## src/rtl/shift_arb_ctrl.sv

```systemverilog
// Round-robin arbiter sharing one external 8-bit left barrel shifter; SHIFT_ARB_STATS_EN adds op_count.
// Latency: 2 edges from request accept to rsp_valid; accepts at most once every 3 cycles.
// Backpressure: response held until rsp_ready; no request is accepted while a response is pending.
module shift_arb_ctrl #(
    parameter int NUM_REQ = 4,
    parameter int ID_W    = 2
) (
    input  logic                 clk,
    input  logic                 rst_n,
    input  logic [NUM_REQ-1:0]   req_valid,
    output logic [NUM_REQ-1:0]   req_ready,
    input  logic [NUM_REQ*8-1:0] req_data,
    input  logic [NUM_REQ*3-1:0] req_amt,
    output logic [7:0]           shf_data,
    output logic [2:0]           shf_sel,
    input  logic [7:0]           shf_result,
    output logic                 rsp_valid,
    input  logic                 rsp_ready,
    output logic [7:0]           rsp_data,
    output logic [ID_W-1:0]      rsp_id,
    output logic [15:0]          op_count
);

    typedef enum logic [1:0] {IDLE, EXEC, RESP} state_t;

    state_t          state, state_nxt;
    logic [ID_W-1:0] rr_ptr;
    logic [ID_W-1:0] grant_id;
    logic [ID_W-1:0] win_id;
    logic            win_vld;
    logic            accept;
    logic            rsp_done;

    // Scan downward so the requester closest to rr_ptr is the last (winning) assignment.
    always_comb begin
        win_vld = 1'b0;
        win_id  = '0;
        for (int k = NUM_REQ - 1; k >= 0; k--) begin
            if (req_valid[(int'(rr_ptr) + k) % NUM_REQ]) begin
                win_vld = 1'b1;
                win_id  = ID_W'((int'(rr_ptr) + k) % NUM_REQ);
            end
        end
    end

    assign accept   = (state == IDLE) && win_vld && rst_n;
    assign rsp_done = rsp_valid && rsp_ready;

    always_comb begin
        req_ready = '0;
        if (accept) begin
            req_ready[win_id] = 1'b1;
        end
    end

    always_ff @(posedge clk or negedge rst_n) begin
        if (!rst_n) begin
            state <= IDLE;
        end else begin
            state <= state_nxt;
        end
    end

    always_comb begin
        state_nxt = state;
        case (state)
            IDLE:    if (accept)   state_nxt = EXEC;
            EXEC:                  state_nxt = RESP;
            RESP:    if (rsp_done) state_nxt = IDLE;
            default:               state_nxt = IDLE;
        endcase
    end

    always_ff @(posedge clk or negedge rst_n) begin
        if (!rst_n) begin
            rr_ptr    <= '0;
            grant_id  <= '0;
            shf_data  <= '0;
            shf_sel   <= '0;
            rsp_valid <= 1'b0;
            rsp_data  <= '0;
            rsp_id    <= '0;
        end else begin
            // Shifter operands only move on accept so the shared shifter stays quiet otherwise.
            if (accept) begin
                shf_data <= req_data[int'(win_id)*8 +: 8];
                shf_sel  <= req_amt[int'(win_id)*3 +: 3];
                grant_id <= win_id;
                rr_ptr   <= ID_W'((int'(win_id) + 1) % NUM_REQ);
            end
            if (state == EXEC) begin
                rsp_data  <= shf_result;
                rsp_id    <= grant_id;
                rsp_valid <= 1'b1;
            end else if (rsp_done) begin
                rsp_valid <= 1'b0;
            end
        end
    end

`ifdef SHIFT_ARB_STATS_EN
    logic [15:0] op_cnt_q;

    always_ff @(posedge clk or negedge rst_n) begin
        if (!rst_n) begin
            op_cnt_q <= 16'h0000;
        end else if (rsp_done && (op_cnt_q != 16'hFFFF)) begin
            op_cnt_q <= op_cnt_q + 16'd1;
        end
    end

    assign op_count = op_cnt_q;
`else
    assign op_count = 16'h0000;
`endif

endmodule
```

## config.mk

```make
export PLATFORM = sky130hd
export DESIGN_NAME = shift_arb_ctrl
export DESIGN_NICKNAME = d
export VERILOG_FILES = /design/src/rtl/shift_arb_ctrl.sv
export SDC_FILE = /design/constraint.sdc
export NUM_CORES = 1
export LEC_CHECK = 0
export ABC_AREA = 1
export CORE_MARGIN = 2
export CORE_UTILIZATION = 41
export CTS_CLUSTER_SIZE = 40
export DETAILED_ROUTE_END_ITERATION = 7
export PLACE_DENSITY = 0.81
export SETUP_SLACK_MARGIN = 0.2
export SLEW_MARGIN = 10
export SYNTH_ARGS = -nofsm -noshare
export SYNTH_HDL_FRONTEND = slang
export SYNTH_SLANG_ARGS = --single-unit
```

## constraint.sdc

```tcl
create_clock -name clk -period 2.1 [get_ports clk]
set_input_delay 0.315 -clock clk [delete_from_list [all_inputs] [get_ports clk]]
set_output_delay 0.315 -clock clk [all_outputs]
set_load 0.05 [all_outputs]
```

After elaboration in Yosys (flattened, before gate mapping)
Index checks and enable logic that the tools add are counted.
{ "classes": {"n_eq_ne": 4, "magnitude_cmp": 6, "n_addsub": 4, "muxes": 27, "shift": 2, "bitwise": 3, "n_mul": 1, "n_reduce_logical": 10} }
{ "ops": {"columns": ["cell", "n"], "rows": [
  ["$shiftx A32 B6 Y8", 1],
  ["$mux W1", 14],
  ["$lt A3 B4 Y1 const B", 3],
  ["$mux W2", 6],
  ["$shiftx A12 B5 Y3", 1],
  ["$bmux W1 S2", 4],
  ["$lt A2 B3 Y1 const B", 2],
  ["$pmux W2 S3", 1],
  ["$reduce_or A2 Y1", 3],
  ["$add A2 B1 Y2 const B", 2],
  ["$add A2 B2 Y2 const B", 2],
  ["$logic_and A1 B1 Y1", 4],
  ["$mul A2 B2 Y4 const B", 1],
  ["$mux W4", 1],
  ["$ne A2 B2 Y1 const B", 2],
  ["$and A1 B1 Y1 const A", 3],
  ["$demux W1 S2", 1],
  ["$eq A2 B1 Y1 const B", 1],
  ["$eq A2 B2 Y1 const B", 1],
  ["$ge A2 B1 Y1 const B", 1],
  ["$logic_not A2 Y1", 1],
  ["$reduce_and A2 Y1", 1],
  ["$reduce_bool A2 Y1", 1]
]} }
{ "totals": {"wordCells": 65, "out_inout_bits": 42, "reg_bits": 28} }

Logic depth before layout (Yosys ltp)
Gate-level depths: netlist of run 1.
{ "depth": {"word_depth": 15, "mapped_depth": 15, "mapped_depth_nobuf": 13} }

Least setup slack after synthesis of run 1
Ideal clock, no wire load.
{ "synth_timing": {"kind": "register to output", "start": "register rr_ptr[0]", "end": "output req_ready[0]", "slack_ns": -0.332, "required_time_ns": 1.785, "t_arrival_ns": 2.117, "stages_incl_launch_ff": 15, "cell_sequence": "dfrtp_1 buf_6 inv_4 nand2_1 nand3_1 nand2_1 inv_2 nand2_1 nand2_2 nand2_4 buf_6 inv_1 ha_1 inv_1 nor2_1"} }
{ "synth_between": {"elab_chain_cells": 13, "word_cells_on_any_way": 30, "cone_classes": "3 x add/sub; 2 x order compare; 22 x mux; 3 x reduce/logical"} }
{ "synth_rtl": {"columns": ["element", "line_no", "rtl"], "rows": [
  ["start: declaration", "27", "logic [ID_W-1:0] rr_ptr;"],
  ["start signal: assignment", "89", "rr_ptr <= ID_W'((int'(win_id) + 1) % NUM_REQ);"],
  ["$add A2 B2 Y2", "39, 41", null],
  ["$bmux W1 S2", "39", "if (req_valid[(int'(rr_ptr) + k) % NUM_REQ]) begin"],
  ["$mux W1 (implied by the code) (2 in a row)", "39", null],
  ["$mux W2 (3 in a row)", "39", null],
  ["$mux W2 *", "39", null],
  ["via win_id[0]", "29", "logic [ID_W-1:0] win_id;"],
  ["$lt A2 B3 Y1 (implied by the code) or $ge A2 B1 Y1 (tied branches)", "52", "req_ready[win_id] = 1'b1;"],
  ["$logic_and A1 B1 Y1 (implied by the code)", "52", null],
  ["$mux W1 (implied by the code)", "52", null],
  ["$demux W1 S2 *", "52", null],
  ["$mux W4 *", "51", "if (accept) begin"],
  ["end: declaration", "11", "output logic [NUM_REQ-1:0] req_ready,"]
]} }
The timed path passes the listed nets; every way through them passes the cells marked *. The select of a mux whose other input is x is not followed.

Worst setup path after layout of run 1
{ "layout_timing": {"start": "register rr_ptr[0]", "end": "output req_ready[2]"} }
{ "layout_between": {"elab_chain_cells": 13, "word_cells_on_any_way": 30, "cone_classes": "3 x add/sub; 2 x order compare; 22 x mux; 3 x reduce/logical"} }
{ "layout_rtl": {"columns": ["element", "line_no"], "rows": [
  ["$add A2 B2 Y2", "39, 41"],
  ["$bmux W1 S2", "39"],
  ["$mux W1 (implied by the code) (2 in a row)", "39"],
  ["$mux W2 (4 in a row)", "39"],
  ["$lt A2 B3 Y1 (implied by the code) or $ge A2 B1 Y1 (tied branches)", "52"],
  ["$logic_and A1 B1 Y1 (implied by the code)", "52"],
  ["$mux W1 (implied by the code)", "52"],
  ["$demux W1 S2", "52"],
  ["$mux W4 *", "51"]
]} }
Every way passes the cells marked *; elsewhere a longest branch is shown, timed or not. The select of a mux whose other input is x is not followed.

==> results of run 1 <==
Yosys cell counts:
cell | n | area share
nand2_1 | 93 | 0.17
nor2_1 | 8 | 0.014
nand2_2 | 8 | 0.024
buf_4 | 20 | 0.072
o21a_1 | 1 | 0.0036
mux2_2 | 9 | 0.048
inv_4 | 1 | 0.0030
o21ai_2 | 1 | 0.0042
buf_2 | 3 | 0.0072
buf_6 | 4 | 0.022
a21boi_2 | 1 | 0.0054
inv_2 | 3 | 0.0054
inv_1 | 56 | 0.10
ha_1 | 4 | 0.024
dfrtp_1 | 28 | 0.33
clkbuf_1 | 2 | 0.0036
nand3_1 | 49 | 0.12
o21ai_0 | 5 | 0.012
or2_2 | 1 | 0.0030
nand3_2 | 4 | 0.019
nand2_4 | 1 | 0.0054
nand4_1 | 1 | 0.0030
conb_1 | 1 | 0.0018
layout make-up:
type,count,area share
well taps,67,0.0265
clock buffers,4,0.0174
inverters,60,0.0743
multi-input cells,202,0.338
repair buffers,100,0.321
flip-flops and latches,28,0.222
power by group through the flow:
stage	clock network (W)	registers, W	logic, W
CTS	0.000331	0.000987	0.00425
global route	0.000346	0.00102	0.00467
global placement	0	0.000971	0.00407
finish	0.000327	0.000984	0.00429
floorplan	0	0.00165	0.00234
detailed placement	0	0.000988	0.00415
per-layer routing:
metal / global-route usage / routed length, um / vias up
met5: 0 / 0 / -
met4: 0.0487 / 83 / 0
met3: 0.0212 / 332 / 7
met2: 0.356 / 2800 / 76
met1: 0.209 / 2140 / 966
li1: - / - / 1068
worst max-delay path by stage:
stage               slack, ns  cells after the start    startpoint      endpoint
finish                  -0.23                     11     rr_ptr[0]  req_ready[2]
global route            -0.31                     11     rr_ptr[1]  req_ready[2]
CTS                     -0.21                     11     rr_ptr[0]  req_ready[2]
detailed placement      -0.23                     14  req_valid[1]  req_ready[2]
global placement        -0.19                     14  req_valid[1]  req_ready[0]
floorplan                0.07                     14     rr_ptr[0]  req_ready[0]
registers in the layout (all words and copies together) (netlist names):
| name | cells |
|---|---|
| rsp_data | 8 |
| rsp_valid | 1 |
| shf_sel | 3 |
| rr_ptr | 2 |
| state | 2 |
| rsp_id | 2 |
| shf_data | 8 |
| grant_id | 2 |
worst max-delay path: stages (launching register included):
cell and delay, ns:
dfrtp_2 0.50, inv_6 0.11, nand2_1 0.05, nand2_1 0.10, nand2_2 0.09, nand3_2 0.09, o21ai_2 0.07, a21boi_2 0.20
ha_2 0.22, inv_2 0.05, nor2_4 0.12, buf_12 0.14
what timing repair did:
item | 4_1_cts | 5_1_grt
pin swaps | 8 | 0
setup endpoints to repair | 4 | 17
buffers inserted | 1 | 0
resized for setup | 13 | 4
cells by family after synthesis:
logic type	count (synthesis)
other cells	1
compound gates	8
buf+inv	89
fa+ha+maj	4
simple gates	165
flops	28
mux	9
per-stage QoR:
stage               cells  instance area [um2]
floorplan             319                 2200
global placement      456                 3070
detailed placement    456                 3070
CTS                   461                 3160
global route          461                 3160
finish                461                 3160
==> summary.md, run 1 <==
| Metric | Value |
|---|---|
| Status | `complete, but fails checks` |
| Failing checks | `setup timing` |
| Total Neg Setup Slack | `-0.822 ns` |
| Max Slew Vio Count | `0` |
| Hold Slack | `0.473 ns` |
| RSZ-0062 raised after global routing | `true` |
| Worst R2R Start | `rr_ptr[0]` |
| Post-Synth Adder-Cell Area | `0.0239` |
| XOR/XNOR Fraction of Synth Area | `0` |
| Routability cong. | `0.880` |
| Worst Path Arrival | `2.01 ns` |
| Clk network pwr share | `0.058` |
| Largest net degree at the start of global routing | `29` |
| CP Capture Type | `primary output` |
| CP Launch Type | `flip-flop` |
| Port Buffer Count | `84` |
| Post-Place Worst Slack | `-0.226 ns` |
| Fraction of power consumed by combinational cells | `0.766` |
| Core Area | `4820 um2` |
| Site row count | `25` |
| Peak supply drop | `0.681 mV` |
| Number of synthesized register bits | `28` |
| Post-Syn Instances | `304` |
| Multi-input logic area | `1070 um2` |
| Drt initial violations | `96` |
| Final Worst Setup Slack | `-0.229 ns` |
| Max Cap Violations | `0` |
| Vias in the first global route | `1983` |
| Reg2reg path depth | `13` |
| Most frequent cells in the layout | `nand2_1, clkdlybuf4s50_1, inv_1, nand3_1, dfrtp_1` |
| I/O Pins | `101` |
| # fillers | `451` |
| Vias per cell | `4.59` |
| Static Leakage | `1.66 nW` |
| Die Y | `75.4 um` |
| Worst R2R End | `shf_data[3]` |
| Synth Cell Area | `2090 um2` |
| Total grt overflow | `0` |
| Final #Nets | `458` |
| Storage element area | `703 um2` |
| H-tree depth | `1` |
| CTS tree | `yes` |
| PnR Total Power | `0.00560 W` |
| Mux share of post-synthesis cell area | `0.0484` |
| PD cells | `1770 nW/um2` |
| FF-to-FF setup slack | `0.26 ns` |
| Worst-Skew Late Latency | `0.27 ns` |
| Detailed Place HPWL | `4.32 mm` |
| Via total after detailed routing | `2117` |
| P_int | `0.00260 W` |
| Total Routing Usage GR | `0.183` |
| Ratio of cells with drive above 1 in the final layout | `0.188` |
| Average size of a mapped cell | `6.88 um2` |
| Data required, critical path | `1.78 ns` |
| Synth Area in Compound Gates | `0.0251` |
| Largest family of logic cells by synthesized area | `simple AND/OR/NAND/NOR gates` |
| DRT Pass-1 Iters | `4` |
| Psw | `0.00301 W` |
| Maximum operating frequency | `429 MHz` |
| CP Class | `flip-flop to primary output` |
| Clk slew on worst S/H paths | `0.09 ns` |
| Fin crit share | `1.11` |
| CTS Buf Count | `3` |
| Simple-gate share of the synthesized area | `0.353` |
| Worst-Margin Slew | `0.522 ns` |
| CTS root buf | `clkbuf_8` |
| Seq pwr share | `0.176` |
| Final WL | `5.35 mm` |
| Clk sinks | `28` |
| DRC | `0` |
| DIE AREA | `5690 um2` |
| Hold Path Class | `input port to async pin` |
| Yosys warning count | `0` |
| Crit-path max FO | `8` |
| Fin util | `0.657` |
| Post-DR wirelength/cell | `11.6 um` |
| DRT antenna net count | `0` |
| Switching share of power | `0.537` |
| Die width | `75.4 um` |
| Final hold vios | `0` |
| Most common cell after layout, fill and taps aside | `nand2_1` |
| Distinct cell type count after synthesis | `23` |
| Register area share after synthesis | `0.335` |
| Initial Util | `0.434` |
| ANT cells | `0` |
| Bufs on Longest Clock Path | `2` |
| Hold_buf cts | `0` |
| First-pass GRT wire length | `8.22 mm` |
| Clk_skew | `0.00199 ns` |
| Antenna violations before repair | `0` |
| Slew headroom | `0.651` |
| Layout area overhead | `51.3%` |
| Setup Viol. Count Final | `4` |
| Minimum clock period | `2.33 ns` |
No activity file was read; power rests on OpenSTA's default activity.
==> run 2, diff against run 1 <==
--- a/config.mk
+++ b/config.mk
@@ -16,3 +16,4 @@
 export SYNTH_ARGS = -nofsm -noshare
 export SYNTH_HDL_FRONTEND = slang
 export SYNTH_SLANG_ARGS = --single-unit
+export TNS_END_PERCENT = 1
==> summary.md, run 2 (synthesis results as in run 1) <==
| Metric | Value |
|---|---|
| Final Worst Setup Slack | `-0.332 ns (was -0.229 ns)` |
| CP delay by family, top | `simple AND/OR/NAND/NOR gates (was flip-flops)` |
| Status | `complete, but fails checks (unchanged)` |
| Fin util | `0.717 (was 0.657)` |
| Total Routing Usage GR | `0.200 (was 0.183)` |
| Die Y | `75.4 um (unchanged)` |
| Die width | `75.4 um (unchanged)` |
| Bufs and invs on worst path | `3 (unchanged)` |
| Crit-path max cell delay | `0.48 ns (was 0.50 ns)` |
| Max Cap Violations | `0 (unchanged)` |
| Clk_skew | `0.00221 ns (was 0.00199 ns)` |
| Met2 global-route usage | `0.374 (was 0.356)` |
| H-tree depth | `1 (unchanged)` |
| Crit-path max FO | `6 (was 8)` |
| Final WL | `5.98 mm (was 5.35 mm)` |
| Met1 usage | `0.233 (was 0.209)` |
| Final hold vios | `0 (unchanged)` |
| ANT cells | `0 (unchanged)` |
| Drt initial violations | `90 (was 96)` |
| Top cell by count, worst path | `nand2_4 (was nand2_1)` |
| Hold path startpoint | `shf_data[5]` |
| Slowest cell on the critical path | `dfrtp_2 (unchanged)` |
| Port Buffer Count | `84 (unchanged)` |
| Site row count | `25 (unchanged)` |
| Data required, critical path | `1.78 ns (about the same)` |
| DRT antenna net count | `0 (unchanged)` |
| Ordered list of cells on the worst path | `buf_4 -> nand2_4 -> nand2_1 -> nor2_1 -> nor2_2 -> o21ai_4 -> nand2_2 -> nand2_4 -> ha_4 -> inv_2 -> nor2_4 -> buf_12 (was inv_6 -> nand2_1 -> nand2_1 -> nand2_2 -> nand3_2 -> o21ai_2 -> a21boi_2 -> ha_2 -> inv_2 -> nor2_4 -> buf_12)` |
| First-pass GRT wire length | `8.83 mm (was 8.22 mm)` |
| I/O Pins | `101 (unchanged)` |
| Bufs on Longest Clock Path | `2 (unchanged)` |
| CTS tree | `yes (unchanged)` |
| Post-DR wirelength/cell | `12.7 um (was 11.6 um)` |
| CTS root buf | `clkbuf_8 (unchanged)` |
| DRC | `0 (unchanged)` |
| RSZ-0062 raised after global routing | `true (unchanged)` |
| Final #Nets | `469 (was 458)` |
| Most frequent cells in the layout | `clkdlybuf4s50_1, nand2_1, inv_1, nand3_1, dfrtp_1 (was nand2_1, clkdlybuf4s50_1, inv_1, nand3_1, dfrtp_1)` |
| CTS Buf Count | `3 (unchanged)` |
| PD cells | `1860 nW/um2 (was 1770 nW/um2)` |
| Hold Path Class | `flip-flop to flip-flop (was input port to async pin)` |
| Setup Viol. Count Final | `4 (unchanged)` |
| Routability cong. | `0.867 (was 0.880)` |
| GR Util met3 | `0.0225 (was 0.0212)` |
| Antenna violations before repair | `0 (unchanged)` |
| Static Leakage | `1.81 nW (was 1.66 nW)` |
| CP Launch Type | `flip-flop (unchanged)` |
| Vias in the first global route | `2041 (was 1983)` |
| Hold Slack | `0.485 ns (was 0.473 ns)` |
| CP Class | `flip-flop to primary output (unchanged)` |
| FF-to-FF setup slack | `0.01 ns (was 0.26 ns)` |
| Reg2reg path depth | `14 (was 13)` |
| Most common cell after layout, fill and taps aside | `clkdlybuf4s50_1 (was nand2_1)` |
| Slew headroom | `0.648 (was 0.651)` |
| Worst-Margin Slew | `0.526 ns (was 0.522 ns)` |
| Peak supply drop | `0.880 mV (was 0.681 mV)` |
| Hold_buf cts | `0 (unchanged)` |
| Minimum clock period | `2.43 ns (was 2.33 ns)` |
| Worst R2R Start | `rr_ptr[0] (unchanged)` |
| Initial Util | `0.434 (unchanged)` |
| Hold Path Cell Cnt | `2` |
| Vias per cell | `4.63 (was 4.59)` |
| Max Slew Vio Count | `0 (unchanged)` |
| Layout area overhead | `65.1% (was 51.3%)` |
| Clk slew on worst S/H paths | `0.09 ns (about the same)` |
| Total grt overflow | `0 (unchanged)` |
| Worst R2R End | `shf_data[6] (was shf_data[3])` |
| DIE AREA | `5690 um2 (unchanged)` |
| CP Capture Type | `primary output (unchanged)` |
| Worst Path Arrival | `2.12 ns (was 2.01 ns)` |
| Clk sinks | `28 (unchanged)` |
| Hold Path Sink | `shf_data[5]` |
| DRT Pass-1 Iters | `4 (unchanged)` |
| Via total after detailed routing | `2184 (was 2117)` |
| Worst-Skew Late Latency | `0.26 ns (was 0.27 ns)` |
| Fin crit share | `1.16 (was 1.11)` |
| Core Area | `4820 um2 (unchanged)` |
| Largest net degree at the start of global routing | `29 (unchanged)` |
| Ratio of cells with drive above 1 in the final layout | `0.269 (was 0.188)` |
| GRT busiest layer | `met2 (unchanged)` |
| Detailed Place HPWL | `4.44 mm (was 4.32 mm)` |
| Failing checks | `setup timing (unchanged)` |
| Biggest regs | `rsp_data: 8 flops, shf_data: 8 flops, shf_sel: 3 flops (unchanged)` |
| Maximum operating frequency | `411 MHz (was 429 MHz)` |
[run 2: cell types whose count changed in the layout (fill, tap and decap cells not counted), sizes merged]
cell           before  now
buf                20   31
clkdlybuf4s50      80   77
dlygate4sd2         0    2
clkinv              0    1
dlymetal6s2s        0    1
inv                60   59
[run 2: worst max-delay path by stage]
stage,end,cells past startpoint,startpoint
2_1_floorplan,req_ready[0],14,rr_ptr[0]
3_3_place_gp,req_ready[0],13,req_valid[1]
3_5_place_dp,req_ready[0],14,req_valid[1]
4_1_cts,req_ready[1],12,rr_ptr[0]
5_1_grt,req_ready[0],12,rr_ptr[0]
6_report,req_ready[0],12,rr_ptr[0]
[run 2: final cells by class]
class                      count  area, um2
multi-input combinational    202       1250
timing repair buffer         111       1120
fill                         401       1360
inverter                      60        233
clock buffer                   4       55.1
sequential                    28        703
tap                           67       83.8
[run 2: report_power, final]
group          internal, W  switching (W)  leakage (nW)
combinational      0.00204        0.00309          1.44
sequential        0.000811       0.000170         0.341
clock             0.000167       0.000150        0.0288
[run 2: repair_timing]
item,CTS,global route
setup endpoints to repair,17,19
buffers inserted,5,6
pin swaps,33,15
gates resized for setup,44,21
[run 2: layer usage]
layer  routed length (um)  vias to the layer above
met5                    0                        -
met1                 2170                      985
met4                  152                        0
met3                  427                       15
met2                 3230                       96
li1                     -                     1088
[run 2: worst min-delay path, cell delays in order (launching register included)]
cell	delay (ns)
dfrtp_1	0.36
nand2_1	0.05
nand2_1	0.05
[run 2: metrics by stage]
stage	instance area [um2]	instances	power [W]	setup TNS (ns)	worst slack [ns]
5_1_grt	3450	472	0.00688	-1.97	-0.422
3_3_place_gp	3070	457	0.00502	-0.718	-0.179
4_1_cts	3330	466	0.00603	-0.848	-0.219
6_report	3450	472	0.00643	-1.17	-0.332
3_5_place_dp	3070	457	0.00517	-1.61	-0.274
2_1_floorplan	2200	319	0.00398	0	0.0740
